$ cat src/rtl/vc_insert_ctrl_pkg.sv
// Shared types and constants for the victim-cache insert controller.
package vc_pkg;
  localparam int S_OFFSET   = 5;
  localparam int S_LINE     = 8 * (2 ** S_OFFSET);
  localparam int SIZE_OF_VC = 8;
  localparam int PLRU_W     = $clog2(SIZE_OF_VC);
  localparam int TAG_W      = 24;
  localparam int BURST_SIZE = 64;
  localparam int BEATS      = S_LINE / BURST_SIZE;
  localparam int BEAT_W     = $clog2(BEATS);

  typedef enum logic [2:0] {
    IDLE, READ_META, SELECT, RDLINE, WB, INSTALL, ACK
  } vc_state_e;

  function automatic logic [SIZE_OF_VC-1:0] onehot(input logic [PLRU_W-1:0] way);
    onehot      = '0;
    onehot[way] = 1'b1;
  endfunction
endpackage

$ cat src/rtl/vc_insert_ctrl_if.sv
// L1 eviction handshake plus pmem write-back bus; slave is the controller's view.
interface vc_insert_ctrl_if;
  import vc_pkg::*;

  logic              l1_evict_req;
  logic [TAG_W-1:0]  l1_evict_tag;
  logic [S_LINE-1:0] l1_evict_data;
  logic              l1_evict_dirty;
  logic              l1_evict_ack;

  logic                  pmem_write;
  logic [31:0]           pmem_address;
  logic [BURST_SIZE-1:0] pmem_wdata;
  logic                  pmem_resp;

  modport master (
    output l1_evict_req, l1_evict_tag, l1_evict_data, l1_evict_dirty, pmem_resp,
    input  l1_evict_ack, pmem_write, pmem_address, pmem_wdata
  );

  modport slave (
    input  l1_evict_req, l1_evict_tag, l1_evict_data, l1_evict_dirty, pmem_resp,
    output l1_evict_ack, pmem_write, pmem_address, pmem_wdata
  );
endinterface

$ cat src/rtl/vc_wb_serializer.sv
// Holds a victim line and presents it one burst beat at a time, LSB beat first.
module vc_wb_serializer
  import vc_pkg::*;
(
  input  logic                  clk,
  input  logic                  rst,
  input  logic                  load,
  input  logic [S_LINE-1:0]     line_in,
  input  logic                  advance,
  output logic [BURST_SIZE-1:0] beat_data,
  output logic                  last
);
  logic [S_LINE-1:0] line_q, line_d;
  logic [BEAT_W-1:0] beat_q, beat_d;

  always_comb begin
    line_d = line_q;
    beat_d = beat_q;
    if (load) begin
      line_d = line_in;
      beat_d = '0;
    end else if (advance) begin
      beat_d = beat_q + 1'b1;  // wraps to 0 after the last beat
    end
  end

  always_ff @(posedge clk or posedge rst) begin
    if (rst) begin
      line_q <= '0;
      beat_q <= '0;
    end else begin
      line_q <= line_d;
      beat_q <= beat_d;
    end
  end

  assign beat_data = line_q[int'(beat_q) * BURST_SIZE +: BURST_SIZE];
  assign last      = advance && (beat_q == BEAT_W'(BEATS - 1));
endmodule

$ cat src/rtl/vc_insert_ctrl.sv
// Victim-cache write-side controller: way pick, dirty write-back, install.
// Optional VC_INSERT_STATS_EN adds saturating install / write-back counters.
module vc_insert_ctrl
  import vc_pkg::*;
(
  input  logic                  clk,
  input  logic                  rst,
  vc_insert_ctrl_if.slave       bus,
  output logic                  vc_valid_read,
  output logic                  vc_dirty_read,
  output logic                  vc_plru_read,
  output logic                  vc_datastore_read,
  input  logic [SIZE_OF_VC-1:0] vc_valid_dataout,
  input  logic [SIZE_OF_VC-1:0] vc_dirty_dataout,
  input  logic [PLRU_W-1:0]     vc_plru_dataout,
  input  logic [S_LINE-1:0]     vc_vcmem_rdata256,
  output logic [PLRU_W-1:0]     vc_victim_way,
  output logic [TAG_W-1:0]      vc_tag_store_datain,
  output logic [SIZE_OF_VC-1:0] vc_tag_store_ld_mask,
  output logic                  vc_tag_write,
  output logic [S_LINE-1:0]     vc_datastore_datain,
  output logic [SIZE_OF_VC-1:0] vc_datastore_ld_mask,
  output logic [SIZE_OF_VC-1:0] vc_valid_ld,
  output logic [SIZE_OF_VC-1:0] vc_dirty_ld,
  output logic                  vc_valid_datain,
  output logic                  vc_dirty_datain,
  output logic                  vc_plru_ld,
  output logic [PLRU_W-1:0]     vc_plru_datain
`ifdef VC_INSERT_STATS_EN
  ,
  output logic [15:0]           stat_installs,
  output logic [15:0]           stat_writebacks
`endif
);
  vc_state_e state_q, state_d;
  logic [PLRU_W-1:0] way_q, way_d, sel_way;
  logic [SIZE_OF_VC-1:0][TAG_W-1:0] shadow_q, shadow_d;
  logic sel_dirty, wb_last, wb_load, wb_adv;
  logic [BURST_SIZE-1:0] beat_data;

  // Descending scan so the lowest-index invalid way wins; PLRU only when full.
  always_comb begin
    sel_way = vc_plru_dataout;
    for (int i = SIZE_OF_VC - 1; i >= 0; i--)
      if (!vc_valid_dataout[i]) sel_way = PLRU_W'(i);
  end
  assign sel_dirty = vc_valid_dataout[sel_way] & vc_dirty_dataout[sel_way];

  assign wb_load = (state_q == RDLINE);
  assign wb_adv  = (state_q == WB) && bus.pmem_resp;

  vc_wb_serializer u_ser (
    .clk       (clk),
    .rst       (rst),
    .load      (wb_load),
    .line_in   (vc_vcmem_rdata256),
    .advance   (wb_adv),
    .beat_data (beat_data),
    .last      (wb_last)
  );

  always_comb begin
    state_d              = state_q;
    way_d                = way_q;
    shadow_d             = shadow_q;
    vc_valid_read        = 1'b0;
    vc_dirty_read        = 1'b0;
    vc_plru_read         = 1'b0;
    vc_datastore_read    = 1'b0;
    vc_victim_way        = way_q;
    vc_tag_store_datain  = '0;
    vc_tag_store_ld_mask = '0;
    vc_tag_write         = 1'b0;
    vc_datastore_datain  = '0;
    vc_datastore_ld_mask = '0;
    vc_valid_ld          = '0;
    vc_dirty_ld          = '0;
    vc_valid_datain      = 1'b0;
    vc_dirty_datain      = 1'b0;
    vc_plru_ld           = 1'b0;
    vc_plru_datain       = '0;
    bus.l1_evict_ack     = 1'b0;
    bus.pmem_write       = 1'b0;
    bus.pmem_address     = '0;
    bus.pmem_wdata       = '0;
    unique case (state_q)
      IDLE:      if (bus.l1_evict_req) state_d = READ_META;
      READ_META: begin
        vc_valid_read = 1'b1;
        vc_dirty_read = 1'b1;
        vc_plru_read  = 1'b1;
        state_d       = SELECT;
      end
      SELECT: begin
        vc_victim_way     = sel_way;
        vc_datastore_read = 1'b1;
        way_d             = sel_way;
        state_d           = sel_dirty ? RDLINE : INSTALL;
      end
      RDLINE:    state_d = WB;
      WB: begin
        bus.pmem_write   = 1'b1;
        bus.pmem_address = {shadow_q[way_q], {(32 - TAG_W){1'b0}}};
        bus.pmem_wdata   = beat_data;
        if (wb_last) state_d = INSTALL;
      end
      INSTALL: begin
        vc_tag_store_ld_mask = onehot(way_q);
        vc_datastore_ld_mask = onehot(way_q);
        vc_valid_ld          = onehot(way_q);
        vc_dirty_ld          = onehot(way_q);
        vc_tag_write         = 1'b1;
        vc_tag_store_datain  = bus.l1_evict_tag;
        vc_datastore_datain  = bus.l1_evict_data;
        vc_valid_datain      = 1'b1;
        vc_dirty_datain      = bus.l1_evict_dirty;
        vc_plru_ld           = 1'b1;
        vc_plru_datain       = way_q + 1'b1;
        shadow_d[way_q]      = bus.l1_evict_tag;
        state_d              = ACK;
      end
      ACK: begin
        bus.l1_evict_ack = 1'b1;
        state_d          = IDLE;
      end
      default:   state_d = IDLE;
    endcase
  end

  always_ff @(posedge clk or posedge rst) begin
    if (rst) begin
      state_q  <= IDLE;
      way_q    <= '0;
      shadow_q <= '0;
    end else begin
      state_q  <= state_d;
      way_q    <= way_d;
      shadow_q <= shadow_d;
    end
  end

`ifdef VC_INSERT_STATS_EN
  logic [15:0] inst_q, inst_d, wbk_q, wbk_d;

  // RDLINE always hands over to WB, so counting there counts WB entries.
  always_comb begin
    inst_d = inst_q;
    wbk_d  = wbk_q;
    if (state_q == INSTALL && inst_q != 16'hFFFF) inst_d = inst_q + 16'd1;
    if (state_q == RDLINE  && wbk_q  != 16'hFFFF) wbk_d  = wbk_q + 16'd1;
  end

  always_ff @(posedge clk or posedge rst) begin
    if (rst) begin
      inst_q <= '0;
      wbk_q  <= '0;
    end else begin
      inst_q <= inst_d;
      wbk_q  <= wbk_d;
    end
  end

  assign stat_installs   = inst_q;
  assign stat_writebacks = wbk_q;
`endif
endmodule

$ cat src/flat_wrapper.sv
// flat-port wrapper written by rule: the top's interface ports become plain ports
module vc_insert_ctrl_flat import vc_pkg::*;
  (clk, rst, vc_valid_read, vc_dirty_read, vc_plru_read, vc_datastore_read, vc_valid_dataout, vc_dirty_dataout, vc_plru_dataout, vc_vcmem_rdata256, vc_victim_way, vc_tag_store_datain, vc_tag_store_ld_mask, vc_tag_write, vc_datastore_datain, vc_datastore_ld_mask, vc_valid_ld, vc_dirty_ld, vc_valid_datain, vc_dirty_datain, vc_plru_ld, vc_plru_datain, bus_l1_evict_req, bus_l1_evict_tag, bus_l1_evict_data, bus_l1_evict_dirty, bus_pmem_resp, bus_l1_evict_ack, bus_pmem_write, bus_pmem_address, bus_pmem_wdata);
  vc_insert_ctrl_if bus_i ();
  input  logic clk;
  input  logic rst;
  output logic vc_valid_read;
  output logic vc_dirty_read;
  output logic vc_plru_read;
  output logic vc_datastore_read;
  input  logic [SIZE_OF_VC-1:0] vc_valid_dataout;
  input  logic [SIZE_OF_VC-1:0] vc_dirty_dataout;
  input  logic [PLRU_W-1:0] vc_plru_dataout;
  input  logic [S_LINE-1:0] vc_vcmem_rdata256;
  output logic [PLRU_W-1:0] vc_victim_way;
  output logic [TAG_W-1:0] vc_tag_store_datain;
  output logic [SIZE_OF_VC-1:0] vc_tag_store_ld_mask;
  output logic vc_tag_write;
  output logic [S_LINE-1:0] vc_datastore_datain;
  output logic [SIZE_OF_VC-1:0] vc_datastore_ld_mask;
  output logic [SIZE_OF_VC-1:0] vc_valid_ld;
  output logic [SIZE_OF_VC-1:0] vc_dirty_ld;
  output logic vc_valid_datain;
  output logic vc_dirty_datain;
  output logic vc_plru_ld;
  output logic [PLRU_W-1:0] vc_plru_datain;
  input wire logic [$bits(bus_i.l1_evict_req)-1:0] bus_l1_evict_req;
  input wire logic [$bits(bus_i.l1_evict_tag)-1:0] bus_l1_evict_tag;
  input wire logic [$bits(bus_i.l1_evict_data)-1:0] bus_l1_evict_data;
  input wire logic [$bits(bus_i.l1_evict_dirty)-1:0] bus_l1_evict_dirty;
  input wire logic [$bits(bus_i.pmem_resp)-1:0] bus_pmem_resp;
  output wire logic [$bits(bus_i.l1_evict_ack)-1:0] bus_l1_evict_ack;
  output wire logic [$bits(bus_i.pmem_write)-1:0] bus_pmem_write;
  output wire logic [$bits(bus_i.pmem_address)-1:0] bus_pmem_address;
  output wire logic [$bits(bus_i.pmem_wdata)-1:0] bus_pmem_wdata;
  assign bus_i.l1_evict_req = bus_l1_evict_req;
  assign bus_i.l1_evict_tag = bus_l1_evict_tag;
  assign bus_i.l1_evict_data = bus_l1_evict_data;
  assign bus_i.l1_evict_dirty = bus_l1_evict_dirty;
  assign bus_i.pmem_resp = bus_pmem_resp;
  assign bus_l1_evict_ack = bus_i.l1_evict_ack;
  assign bus_pmem_write = bus_i.pmem_write;
  assign bus_pmem_address = bus_i.pmem_address;
  assign bus_pmem_wdata = bus_i.pmem_wdata;
  vc_insert_ctrl u_core (.clk(clk), .rst(rst), .bus(bus_i), .vc_valid_read(vc_valid_read), .vc_dirty_read(vc_dirty_read), .vc_plru_read(vc_plru_read), .vc_datastore_read(vc_datastore_read), .vc_valid_dataout(vc_valid_dataout), .vc_dirty_dataout(vc_dirty_dataout), .vc_plru_dataout(vc_plru_dataout), .vc_vcmem_rdata256(vc_vcmem_rdata256), .vc_victim_way(vc_victim_way), .vc_tag_store_datain(vc_tag_store_datain), .vc_tag_store_ld_mask(vc_tag_store_ld_mask), .vc_tag_write(vc_tag_write), .vc_datastore_datain(vc_datastore_datain), .vc_datastore_ld_mask(vc_datastore_ld_mask), .vc_valid_ld(vc_valid_ld), .vc_dirty_ld(vc_dirty_ld), .vc_valid_datain(vc_valid_datain), .vc_dirty_datain(vc_dirty_datain), .vc_plru_ld(vc_plru_ld), .vc_plru_datain(vc_plru_datain));
endmodule
$ cat config.mk
export PLATFORM = sky130hd
export DESIGN_NAME = vc_insert_ctrl_flat
export DESIGN_NICKNAME = d
export VERILOG_FILES = /design/src/rtl/vc_insert_ctrl_pkg.sv /design/src/rtl/vc_insert_ctrl_if.sv /design/src/rtl/vc_wb_serializer.sv /design/src/rtl/vc_insert_ctrl.sv /design/src/flat_wrapper.sv
export SDC_FILE = /design/constraint.sdc
export NUM_CORES = 1
export LEC_CHECK = 0
export ABC_AREA = 1
export BUFFER_PORTS_ARGS = -buffer_cell sky130_fd_sc_hd__buf_2
export CORE_AREA = 2 2 383 385
export DETAILED_ROUTE_END_ITERATION = 6
export DIE_AREA = 0 0 385 387
export MAX_ROUTING_LAYER = met4
export PLACE_DENSITY = 0.45
export SLEW_MARGIN = 0
export SYNTH_ARGS = -nofsm -noshare
export SYNTH_HDL_FRONTEND = slang
export SYNTH_HIERARCHICAL = 1
export SYNTH_SLANG_ARGS = --single-unit
$ cat constraint.sdc
create_clock -name clk -period 10.1 [get_ports clk]
set_input_delay 1.01 -clock clk [delete_from_list [all_inputs] [get_ports clk]]
set_output_delay 1.01 -clock clk [all_outputs]
set_load 0.1 [all_outputs]
==> results by group, run 1 <==
Run status
  – Status: complete, no violations

Hold path
  – Hold Path Class: in -> async

Clocking
  – CTS resizes: 0
  – Clock Tree Root: clkbuf_16
  – CTS Buffer Depth: 3
  – CTS tree: done
  – Post CTS Setup Buffer Count: 0
  – Hold Buf Count CTS: 0
  – CTS sink cnt: 456
  – CTS Buf Count: 57
  – Worst skew pair latency: 0.64 ns
  – Reg clk slew, reported paths: 0.06 ns
  – H-tree depth: 2

Power and ir drop
  – P_leak: 18.1 nW
  – Pwr dens: 366 mW/mm²
  – Peak VDD IR: 0.190 mV

Critical path
  – Critical Path End Type: output pin
  – Worst Path Required: 9.09 ns
  – Crit Path Category: reg -> out
  – Critical Path Source Type: flop
  – WP data arrival: 4.15 ns
  – Max FO, Critical Path: 91

Yosys
  – Post-synthesis compound-gate area fraction: 13.7%
  – #FFs+latches synth: 456
  – Sequential area share after synthesis: 46.8%
  – Syn. warnings: 6
  – Synth cell types: 32
  – Mapped cell area: 0.0244 mm²
  – Adder-cell share of the synthesized area: 0.103%
  – Synth Area in XOR/XNOR: 0.0359%
  – Post-synthesis simple-gate area fraction: 22.6%
  – Mux share of post-synthesis cell area: 0%
  – Post-Syn Area per Cell: 7.12 µm²
  – Synth Instances: 3426
  – Largest family of logic cells by synthesized area: simple AND/OR/NAND/NOR gates

Drt
  – WL final: 143000 µm
  – Iteration-0 DRC Markers: 1644
  – Final ANT Viol Nets: 0
  – DR vias: 24900
  – DRC: 0
  – TritonRoute pass-1 iters: 7
  – WL/cell: 22.9 µm
  – Number of vias per cell: 3.99

Global routing
  – Met1 Track Usage GR: 21.7%
  – Met2 Usage GRT: 33.6%
  – GR peak layer: met2
  – Total gr overflow: 0
  – Met3 Usage GRT: 3.26%
  – Global-route wire length before repair: 196000 µm
  – Total GRT Usage: 19.2%
  – Vias in the first global route: 24500
  – Initial antenna violation count: 53
  – Largest net degree at the start of global routing: 260

Placed design
  – Placed cell area: 0.0305 mm²
  – Final Wtd Congestion: 1.01
  – Placed cells: 6108
  – Detailed Place HPWL: 114000 µm
  – Port Buf Inserts: 975
  – Pre-CTS setup slack: 5.34 ns

Finish
  – Most common cell after layout, fill and taps aside: buf_2
  – Commonest non-fill, non-tap cells in the layout: buf_2, nand2_1, inv_1, dfrtp_1, nor2_1
  – Fillers: 16600
  – Nets@finish: 4812
  – Cell area after layout: 0.0325 mm²
  – Sequential cell area: 0.0114 mm²
  – Non-filler cells, final: 6246
  – Area occupied by multi-input gates: 0.00892 mm²
  – Area Overhead vs Synth: 33.3%
  – Share of post-route cells with drive strength above 1: 26.4%

STA
  – Fin crit period: 5.16 ns
  – Clock Skew: 0.0167 ns
  – Fin. Hold Viols: 0
  – Worst-Margin Slew: 1.16 ns
  – Worst relative slew slack: 22.9%
  – Final Slew Violations: 0
  – RSZ-0062 raised after global routing: false
  – Period utilization: 51.0%
  – Final setup viols: 0
  – Min Hold Slack: 0.472 ns
  – Setup TNS Final: 0 ns
  – Worst Setup Slack, final: 4.94 ns
  – Fmax: 194 MHz

Floorplan
  – Chip width: 385 µm
  – Die height: 387 µm
  – DIE AREA: 0.149 mm²
  – Core box area: 0.145 mm²
  – I/O pins: 984
  – Initial Utilization: 16.8%
  – Rows: 140

Run
  – Max-cap check violation count: 0
where the power goes:
part           leakage [nW]  switching, mW  internal (mW)
sequential             5.24          0.345           2.69
combinational          12.0           5.50           1.26
clock                 0.926          0.859           1.23
total                  18.1           6.70           5.18
cells in the mapped netlist:
master / n / area, µm²
buf_8: 1 / 15.0
conb_1: 1 / 3.75
xnor2_1: 1 / 8.76
nor3_1: 3 / 15.0
inv_1: 693 / 2600
nor2_8: 2 / 40.0
o21ai_0: 414 / 2070
buf_4: 52 / 390
nand2_1: 798 / 3000
buf_6: 34 / 383
nor3_2: 1 / 10.0
nand4_1: 1 / 6.26
nor2_1: 429 / 1610
inv_4: 2 / 12.5
a41oi_1: 24 / 210
buf_1: 7 / 26.3
dfrtp_1: 456 / 11400
clkinv_1: 3 / 11.3
nand3b_1: 1 / 7.51
buf_2: 48 / 240
inv_2: 9 / 33.8
o31ai_1: 1 / 7.51
nand3_1: 145 / 726
o21ai_1: 72 / 360
o21ai_2: 12 / 105
clkbuf_1: 101 / 379
a21oi_1: 79 / 395
o211ai_1: 24 / 180
nor2_4: 7 / 78.8
or2_4: 1 / 8.76
nor2_2: 2 / 12.5
ha_1: 2 / 25.0
routing by layer:
metal / vias to the layer above / share of wire (%) / routed length [µm]
li1: 12000 / - / -
met1: 12000 / 40 / 56700
met2: 777 / 51 / 72900
met3: 195 / 4.9 / 7010
met4: 0 / 4.4 / 6310
met5: - / 0 / 0
sequential cells by signal (all words and copies together), names as in the netlist:
name / flops
u_core/shadow_q: 192
u_core/state_q: 3
u_core/u_ser/beat_q: 2
u_core/u_ser/line_q: 256
u_core/way_q: 3
layout make-up:
type	instances	share of cell area (%)
Sequential cell	456	35.1
Multi-Input combinational cell	2027	27.4
Timing Repair Buffer	1001	15.7
Inverter	707	8.26
Tap cell	1917	7.38
Clock buffer	87	5.20
Clock inverter	20	0.608
Antenna cell	31	0.239
kinds of logic after synthesis:
kind of cell / after synthesis
simple gates: 1390
fa+ha+maj: 2
buf+inv: 950
xor+xnor: 1
compound gates: 626
other cells: 1
flops: 456
stage by stage:
step,util (%),power [mW]
after floorplan,-,8.20
after global placement,21.1,9.85
after detailed placement,21.1,9.90
after CTS,22.4,12.0
after global routing,22.4,12.6
final,22.4,11.9
critical path, cell delays in order (launching register included):
cell,delay [ns]
dfrtp_1,0.42
inv_2,0.07
or2_4,0.26
nor2_8,0.19
inv_8,0.15
buf_4,0.48
nor2_2,0.18
inv_2,0.11
nor2_4,0.57
buf_4,0.38
buf_2,0.48
worst paths after layout:
path / start / endpoint / slack [ns] / cells after the start
max: u_core/state_q[0] / vc_dirty_ld[7] / 4.94 / 10
min: rst / u_core/shadow_q[113] / 0.47 / 2
max reg2reg: u_core/state_q[2] / u_core/u_ser/line_q[249] / 6.54 / 6
min reg2reg: u_core/shadow_q[141] / u_core/shadow_q[141] / 0.48 / 2
max in group asynchronous: rst / u_core/shadow_q[96] / 7.43 / 4
min in group clk: u_core/shadow_q[141] / u_core/shadow_q[141] / 0.48 / 2
Note: power is estimated with default switching activity, not from simulation.
==> inputs of run 2 (changes only) <==
--- a/config.mk
+++ b/config.mk
@@ -7,11 +7,11 @@
 export LEC_CHECK = 0
 export ABC_AREA = 1
 export BUFFER_PORTS_ARGS = -buffer_cell sky130_fd_sc_hd__buf_2
-export CORE_AREA = 2 2 383 385
+export CORE_AREA = 2 2 388 390
 export DETAILED_ROUTE_END_ITERATION = 6
-export DIE_AREA = 0 0 385 387
+export DIE_AREA = 0 0 390 392
 export MAX_ROUTING_LAYER = met4
-export PLACE_DENSITY = 0.45
+export PLACE_DENSITY = 0.46
 export SLEW_MARGIN = 0
 export SYNTH_ARGS = -nofsm -noshare
 export SYNTH_HDL_FRONTEND = slang
==> constraint.sdc (replaced) <==
create_clock -name clk -period 4.55 [get_ports clk]
set_input_delay 0.455 -clock clk [delete_from_list [all_inputs] [get_ports clk]]
set_output_delay 0.455 -clock clk [all_outputs]
set_load 0.1 [all_outputs]
==> run 2 against run 1 <==
  * Flip-flop and latch count did not move
  * Clock power increased by 110%
  * Non-clock buffer count up 192
  * Wire length decreased by 0.54%
  * Global-route usage shrank 0.78 points
  * Via count is 3.5% higher
  * First-iteration DRC count rose by 16%
  * Highest routed layer unchanged
==> results by group, run 2 (synthesis results as in run 1) <==
Clocking
  – Worst skew pair latency: 0.64 ns
  – Clock Tree Root: clkbuf_16
  – CTS Buffer Depth: 3
  – CTS resizes: 0
  – H-tree depth: 2
  – CTS sink cnt: 456
  – CTS Buf Count: 55
  – CTS tree: done
  – Reg clk slew, reported paths: 0.06 ns

Global routing
  – Global-route wire length before repair: 195000 µm
  – Total gr overflow: 0
  – Initial antenna violation count: 36
  – Total GRT Usage: 18.4%
  – Vias in the first global route: 25400
  – Largest net degree at the start of global routing: 163

Drt
  – WL final: 142000 µm
  – TritonRoute pass-1 iters: 7
  – Number of vias per cell: 4.00
  – WL/cell: 22.0 µm
  – Iteration-0 DRC Markers: 1913
  – DRC: 0
  – Final ANT Viol Nets: 0
  – DR vias: 25800

Floorplan
  – Rows: 142
  – Initial Utilization: 16.4%
  – Core box area: 0.149 mm²
  – DIE AREA: 0.153 mm²
  – Die height: 392 µm
  – I/O pins: 984
  – Chip width: 390 µm

Run status
  – Status: complete, no violations

Placed design
  – Pre-CTS setup slack: 1.37 ns
  – Detailed Place HPWL: 113000 µm
  – Final Wtd Congestion: 0.887
  – Port Buf Inserts: 975

Finish
  – Number of flip-flops in the largest register: 256
  – Area Overhead vs Synth: 41.7%
  – Sequential cell area: 0.0114 mm²
  – Fillers: 16900
  – Share of post-route cells with drive strength above 1: 25.8%
  – Top reg by flops: u_core/u_ser/line_q
  – Largest registers: u_core/u_ser/line_q x256, u_core/shadow_q x192
  – Commonest non-fill, non-tap cells in the layout: buf_2, nand2_1, inv_1, dfrtp_1, nor2_1
  – Area occupied by multi-input gates: 0.00892 mm²
  – Nets@finish: 5002
  – Most common cell after layout, fill and taps aside: buf_2

STA
  – Final Slew Violations: 0
  – RSZ-0062 raised after global routing: false
  – Fin crit period: 3.83 ns
  – Worst Setup Slack, final: 0.715 ns
  – Final setup viols: 0
  – Fin. Hold Viols: 0
  – Fmax: 261 MHz
  – Period utilization: 84.3%
  – Worst-Margin Slew: 1.06 ns
  – Min Hold Slack: 0.0386 ns
  – Clock Skew: 0.0173 ns
  – Worst relative slew slack: 29.3%

Power and ir drop
  – Peak VDD IR: 0.402 mV
  – Switch share: 56.3%
  – Clk pwr share: 16.7%
  – Combinational Power Share: 58.1%
  – Power Internal: 11.6 mW
  – Pwr dens: 767 mW/mm²
  – Share of power burned in registers: 25.2%
  – Net Switching: 14.9 mW
  – P_leak: 19.0 nW

Hold path
  – Hold Path Class: in -> reg

Run
  – Max-cap check violation count: 0

Critical path
  – Worst Path Required: 4.09 ns
  – Critical Path End Type: output pin
  – Critical Path Source Type: flop
  – Crit Path Category: reg -> out
  – WP data arrival: 3.38 ns
  – Max FO, Critical Path: 113
## run 2: final cells by class
cell class	count	share of cell area, %
clock inverters	16	0.525
multi-input cells	2027	25.8
flip-flops and latches	456	33.1
diodes	29	0.210
repair buffers	1193	21.0
inverters	707	7.75
well taps	1944	7.04
clock buffers	81	4.61
## run 2: final timing paths
kind / from / end / slack (ns) / cells after the start
worst max-delay path: u_core/state_q[0] / vc_datastore_datain[255] / 0.72 / 6
worst min-delay path: vc_vcmem_rdata256[31] / u_core/u_ser/line_q[31] / 0.04 / 3
worst max register to register: u_core/state_q[0] / u_core/shadow_q[137] / 1.39 / 11
worst min register to register: u_core/shadow_q[140] / u_core/shadow_q[140] / 0.48 / 2
max in group asynchronous: rst / u_core/u_ser/line_q[42] / 2.80 / 4
min in group asynchronous: rst / u_core/u_ser/line_q[133] / 0.62 / 3
## run 2: critical path, cell delays in order (launching register included)
cell and delay [ns]:
dfrtp_1 0.43, inv_2 0.08, or2_4 0.26, nor2_8 0.15, inv_8 0.15, nor2_1 0.87, buf_2 0.57
## run 2: routing by layer
layer	wire length (µm)	vias up	share of wire [%]	track usage, %
met4	3960	0	2.8	5.04
met5	0	-	0	-
met2	73100	794	51	32.3
li1	-	12400	-	-
met3	8720	140	6.1	4.29
met1	56400	12500	40	20.9
## run 2: power groups by stage
| stage | sequential, mW | combinational [mW] | clock (mW) |
|---|---|---|---|
| 3_3_place_gp | 6.71 | 15.3 | 0 |
| 4_1_cts | 6.69 | 15.6 | 4.56 |
| 2_1_floorplan | 6.52 | 11.7 | 0 |
| 5_1_grt | 6.88 | 16.6 | 4.72 |
| 3_5_place_dp | 6.75 | 15.4 | 0 |
| 6_report | 6.68 | 15.4 | 4.42 |
## run 2: repair_timing
| item | 4_1_cts | 5_1_grt |
|---|---|---|
| endpoints found under the hold margin | 169 | 0 |
| setup buffers | 0 | 0 |
| hold buffers | 162 | 0 |
## run 2: metrics by stage
| step | cell area [µm²] | total power [mW] | instances | TNS [ns] | utilization [%] |
|---|---|---|---|---|---|
| 2_1_floorplan | 24400 | 18.2 | 3433 | -1.51 | - |
| 3_3_place_gp | 31100 | 22.0 | 6165 | 0 | 20.9 |
| 3_5_place_dp | 31100 | 22.1 | 6165 | 0 | 20.9 |
| 4_1_cts | 34500 | 26.8 | 6424 | 0 | 23.2 |
| 5_1_grt | 34500 | 28.2 | 6450 | 0 | 23.2 |
| 6_report | 34500 | 26.5 | 6453 | 0 | 23.2 |
